==> src/rtl/piso_serializer.sv <==
// rtl/piso_serializer.sv - parallel-in/serial-out converter with valid/ready on both sides.
// Define PISO_MSB_FIRST_EN to emit MSB first; LSB first otherwise.
module piso_serializer #(
   parameter  int DATA_WIDTH = 8,
   localparam int CNT_WIDTH  = $clog2(DATA_WIDTH)
) (
   input  logic                  Clk,
   input  logic                  reset,
   input  logic                  load_valid,
   output logic                  load_ready,
   input  logic [DATA_WIDTH-1:0] D,
   input  logic                  serial_ready,
   output logic                  serial_valid,
   output logic                  serial_out,
   output logic                  serial_first,
   output logic                  serial_last,
   output logic                  done
);

   typedef enum logic [1:0] {IDLE, SHIFT, DONE} state_t;

   localparam logic [CNT_WIDTH-1:0] LAST_CNT = CNT_WIDTH'(DATA_WIDTH - 1);

   state_t                state;
   state_t                state_next;
   logic [DATA_WIDTH-1:0] shift_reg;
   logic [CNT_WIDTH-1:0]  bit_cnt;
   logic                  load_fire;
   logic                  beat_fire;
   logic                  at_last;
   logic                  head_bit;

`ifdef PISO_MSB_FIRST_EN
   assign head_bit = shift_reg[DATA_WIDTH-1];
`else
   assign head_bit = shift_reg[0];
`endif

   assign at_last = (bit_cnt == LAST_CNT);

   always_ff @(posedge Clk or posedge reset) begin
      if (reset) begin
         state <= IDLE;
      end else begin
         state <= state_next;
      end
   end

   // Every output is a decode of state/shift_reg/bit_cnt; load_ready also masks reset.
   always_comb begin
      state_next   = state;
      load_ready   = 1'b0;
      serial_valid = 1'b0;
      serial_out   = 1'b0;
      serial_first = 1'b0;
      serial_last  = 1'b0;
      done         = 1'b0;
      load_fire    = 1'b0;
      beat_fire    = 1'b0;
      case (state)
         IDLE: begin
            load_ready = !reset;
            if (load_valid && !reset) begin
               load_fire  = 1'b1;
               state_next = SHIFT;
            end
         end
         SHIFT: begin
            serial_valid = 1'b1;
            serial_out   = head_bit;
            serial_first = (bit_cnt == '0);
            serial_last  = at_last;
            if (serial_ready) begin
               beat_fire = 1'b1;
               if (at_last) begin
                  state_next = DONE;
               end
            end
         end
         DONE: begin
            done       = 1'b1;
            state_next = IDLE;
         end
         default: state_next = IDLE;
      endcase
   end

   always_ff @(posedge Clk or posedge reset) begin
      if (reset) begin
         shift_reg <= '0;
         bit_cnt   <= '0;
      end else if (load_fire) begin
         shift_reg <= D;
         bit_cnt   <= '0;
      end else if (beat_fire) begin
`ifdef PISO_MSB_FIRST_EN
         shift_reg <= {shift_reg[DATA_WIDTH-2:0], 1'b0};
`else
         shift_reg <= {1'b0, shift_reg[DATA_WIDTH-1:1]};
`endif
         // Counter returns to 0 after the final beat instead of wrapping past the last index.
         bit_cnt <= at_last ? '0 : bit_cnt + CNT_WIDTH'(1);
      end
   end

endmodule

==> config.mk <==
export PLATFORM = sky130hd
export DESIGN_NAME = piso_serializer
export DESIGN_NICKNAME = d
export VERILOG_FILES = /design/src/rtl/piso_serializer.sv
export SDC_FILE = /design/constraint.sdc
export NUM_CORES = 1
export LEC_CHECK = 0
export CAP_MARGIN = 20
export CORE_MARGIN = 1.5
export CORE_UTILIZATION = 45
export DETAILED_ROUTE_END_ITERATION = 12
export PLACE_DENSITY = 0.75
export RECOVER_POWER = 50
export SLEW_MARGIN = 20
export SYNTH_ARGS = -nofsm -noshare
export SYNTH_HDL_FRONTEND = slang
export SYNTH_SLANG_ARGS = --single-unit
export TNS_END_PERCENT = 30
==> constraint.sdc <==
create_clock -name Clk -period 3.5 [get_ports Clk]
set_input_delay 0.7 -clock Clk [delete_from_list [all_inputs] [get_ports Clk]]
set_output_delay 0.7 -clock Clk [all_outputs]
set_load 0.01 [all_outputs]
==> flow_summary_export.csv <==
group,metric,value,unit
synthesis,ys.warnings.count,0,
worst_hold_path,min_path_type,"flip-flop to flip-flop",
synthesis,synthMostInstantiatedCell,"dfrtp_1",
power,internal-power,382.8,uW
finish,drive_gt1_frac,0.1622,
power,p_sw_frac,0.3167,
worst_setup_path,crit_arrival,1.99,ns
synthesis,syn_nets,70,
detailed_routing,drt-pass1-iter-count,4,
synthesis,yosysTopAreaCell,"dfrtp_1",
sta,period_needed,2.693,ns
clock_tree,cts_inserted_buffers,3,
sta,rsz0062_at_grt,"no",
synthesis,synth_seq_cells,13,
worst_setup_path,worstPathMaxFanout,3,
place,place_congestion,0.7169,
detailed_routing,post_drt_wl_per_cell,12.29,um
clock_tree,clk_path_buf_depth,2,
grt,grt_pass1_wl,1.918,mm
clock_tree,path_clk_slew,0.07,ns
synthesis,synth.area.top_cells,"dfrtp_1, a22o_2, a21o_1",
power,p_sw,177.4,uW
die,coreArea,1334,sq um
worst_setup_path,critPathKind,"primary input to output pin",
clock_tree,clock_latency,0.27,ns
sta,slew_viol_final,0,
synthesis,syn_inst,54,
synthesis,yosys-top-cells-count,"dfrtp_1, a21o_1, a22o_2, ha_1, inv_1",
clock_tree,cts_max_level,1,
finish,fillers,124,
worst_setup_path,start_kind,"primary input",
place,port_buffers,17,
grt,overflow,0,
clock_tree,tritoncts,"yes",
detailed_routing,drc,0,
sta,fin_crit_sh,0.7696,
finish,largest_reg_flops,8,
power,combPwrFrac,0.407,
sta,finClkSkew,0.002253,ns
sta,finalSetupTns,0,ns
worst_setup_path,required,2.80,ns
grt,grt_pass1_vias,445,
sta,worstMarginPinSlew,0.6685,ns
detailed_routing,first_iter_violations,5,
synthesis,synthArstFlopShare,1.000,
synthesis,synth.distinct_cells,18,
place,hpwl,813.1,um
synthesis,avgSynthCellArea,12.33,sq um
power,pwr-share-clk,0.161,
clock_tree,postCtsSetupBuffers,0,
die,dieArea,1719,sq um
die,die_width,41.46,um
finish,antenna_cells,0,
clock_tree,ctsResizeCount,0,
grt,antenna_found_initial,0,
finish,syn2layout_area_growth,30.26,%
sta,hold_violations,0,
sta,fmax,0.3713,GHz
worst_setup_path,end_kind,"output pin",
sta,max_slew_margin,0.5527,
power,leakagePower,0.4520,nW
detailed_routing,num_vias,485,
power,pwr-share-seq,0.433,
clock_tree,cts.sinks,13,
synthesis,mappedNetlistArea,665.6,sq um
die,start_util,0.4991,
synthesis,synth_top_area_frac,0.4887,
detailed_routing,routed_via_density,5.449,
synthesis,synth_edf_count,0,
synthesis,ys_seq_area_frac,0.4887,
synthesis,ys.flop_type,"dfrtp_1",
die,io_pins,18,
clock_tree,hold_buffers,0,
finish,finalNetCount,91,
detailed_routing,routed_wl,1.094,mm
detailed_routing,drt.antenna.violating_nets,0,
die,rows,13,
power,p_per_area,646.1,nW/um^2
worst_setup_path,path_cells,"dlygate4sd3_1, nor3_1, clkdlybuf4s50_1",
sta,setup_violations,0,
grt,grt_max_degree,14,
worst_setup_path,critPathMaxStageDelay,0.59,ns
grt,track_usage,0.1433,
finish,utilization,0.6501,
outcome,status,"complete, no violations",
clock_tree,ctsRootBufferMaster,"clkbuf_4",
die,die_y,41.46,um
worst_setup_path,cp_slowest_cell,"dlygate4sd3_1",
power,irDropWorstVdd,0.0003546,V
flow_run,drv_cap,0,
## cell usage in the layout (no fill, tap or decap)
| cell type | count |
|---|---|
| and2_1 | 3 |
| clkbuf_4 | 3 |
| clkdlybuf4s50_1 | 15 |
| inv_1 | 4 |
| a32o_1 | 1 |
| nor2b_1 | 1 |
| and2b_1 | 1 |
| nor3_1 | 1 |
| nor4b_4 | 1 |
| clkbuf_1 | 2 |
| a22o_2 | 8 |
| dfrtp_1 | 13 |
| dlygate4sd3_1 | 2 |
| a22o_1 | 2 |
| ha_1 | 4 |
| nor2_1 | 2 |
| a21o_1 | 8 |
| and3b_1 | 2 |
| nand2_1 | 1 |
## cells by family (layout without fill, tap and decap cells)
logic type | after synthesis | in the layout | synth area share
buffers and inverters | 6 | 26 | 0.04510
flip-flops | 13 | 13 | 0.4887
adder cells (fa/ha/maj) | 4 | 4 | 0.07519
AO/OA/AOI/OAI | 19 | 19 | 0.2519
AND/OR/NAND/NOR | 12 | 12 | 0.1391
## power by group through the flow
stage          registers [mW]  clock network, mW  logic [mW]
2_1_floorplan           0.237                  0       0.162
3_3_place_gp            0.245                  0       0.227
3_5_place_dp            0.245                  0       0.233
4_1_cts                 0.243             0.0919       0.234
5_1_grt                 0.250              0.100       0.256
6_report                0.242             0.0900       0.228
## layer usage
metal  vias to the layer above  global-route usage  share of wire
met2                        14              0.2094           0.44
met3                         4             0.04348          0.050
met1                       229              0.1977           0.49
met5                         -                   0              0
li1                        238                   -              -
met4                         0             0.05806          0.011
## path summary, 6_finish.rpt
path | start | depth (start not counted) | endpoint | slack (ns)
worst max-delay path | reset | 3 | load_ready | 0.81
worst min-delay path | shift_reg[0] | 1 | shift_reg[0] | 0.47
worst max register to register | state[0] | 4 | bit_cnt[0] | 1.70
worst min register to register | shift_reg[0] | 1 | shift_reg[0] | 0.47
max in group asynchronous | reset | 2 | shift_reg[0] | 2.20
min in group asynchronous | reset | 2 | state[1] | 0.97
## metrics by stage
step / hold slack (ns) / setup WS (ns) / cells / cell area, sq um / power [mW]
after floorplan: 0.4408 / 1.818 / 54 / 665.6 / 0.3990
after global placement: 0.4514 / 0.9367 / 85 / 847.1 / 0.4717
after detailed placement: 0.4615 / 0.9162 / 85 / 847.1 / 0.4781
after CTS: 0.4788 / 0.9107 / 89 / 873.3 / 0.5689
after global routing: 0.4980 / 0.7360 / 89 / 867.1 / 0.6065
final: 0.4711 / 0.8065 / 89 / 867.1 / 0.5603
## critical path: cells and delay by family
kind                   cells  cell delay, ns
buffers and inverters      2            1.15
AND/OR/NAND/NOR            1            0.14
## layout make-up
| class | instances | area [sq um] | area share |
|---|---|---|---|
| Clock buffer | 4 | 26.28 | 0.03030 |
| Inverter | 4 | 15.01 | 0.01732 |
| Multi-Input combinational cell | 35 | 307.8 | 0.3550 |
| Sequential cell | 13 | 325.3 | 0.3752 |
| Tap cell | 15 | 18.77 | 0.02165 |
| Timing Repair Buffer | 18 | 173.9 | 0.2006 |
Note: power is estimated with default switching activity, not from simulation.
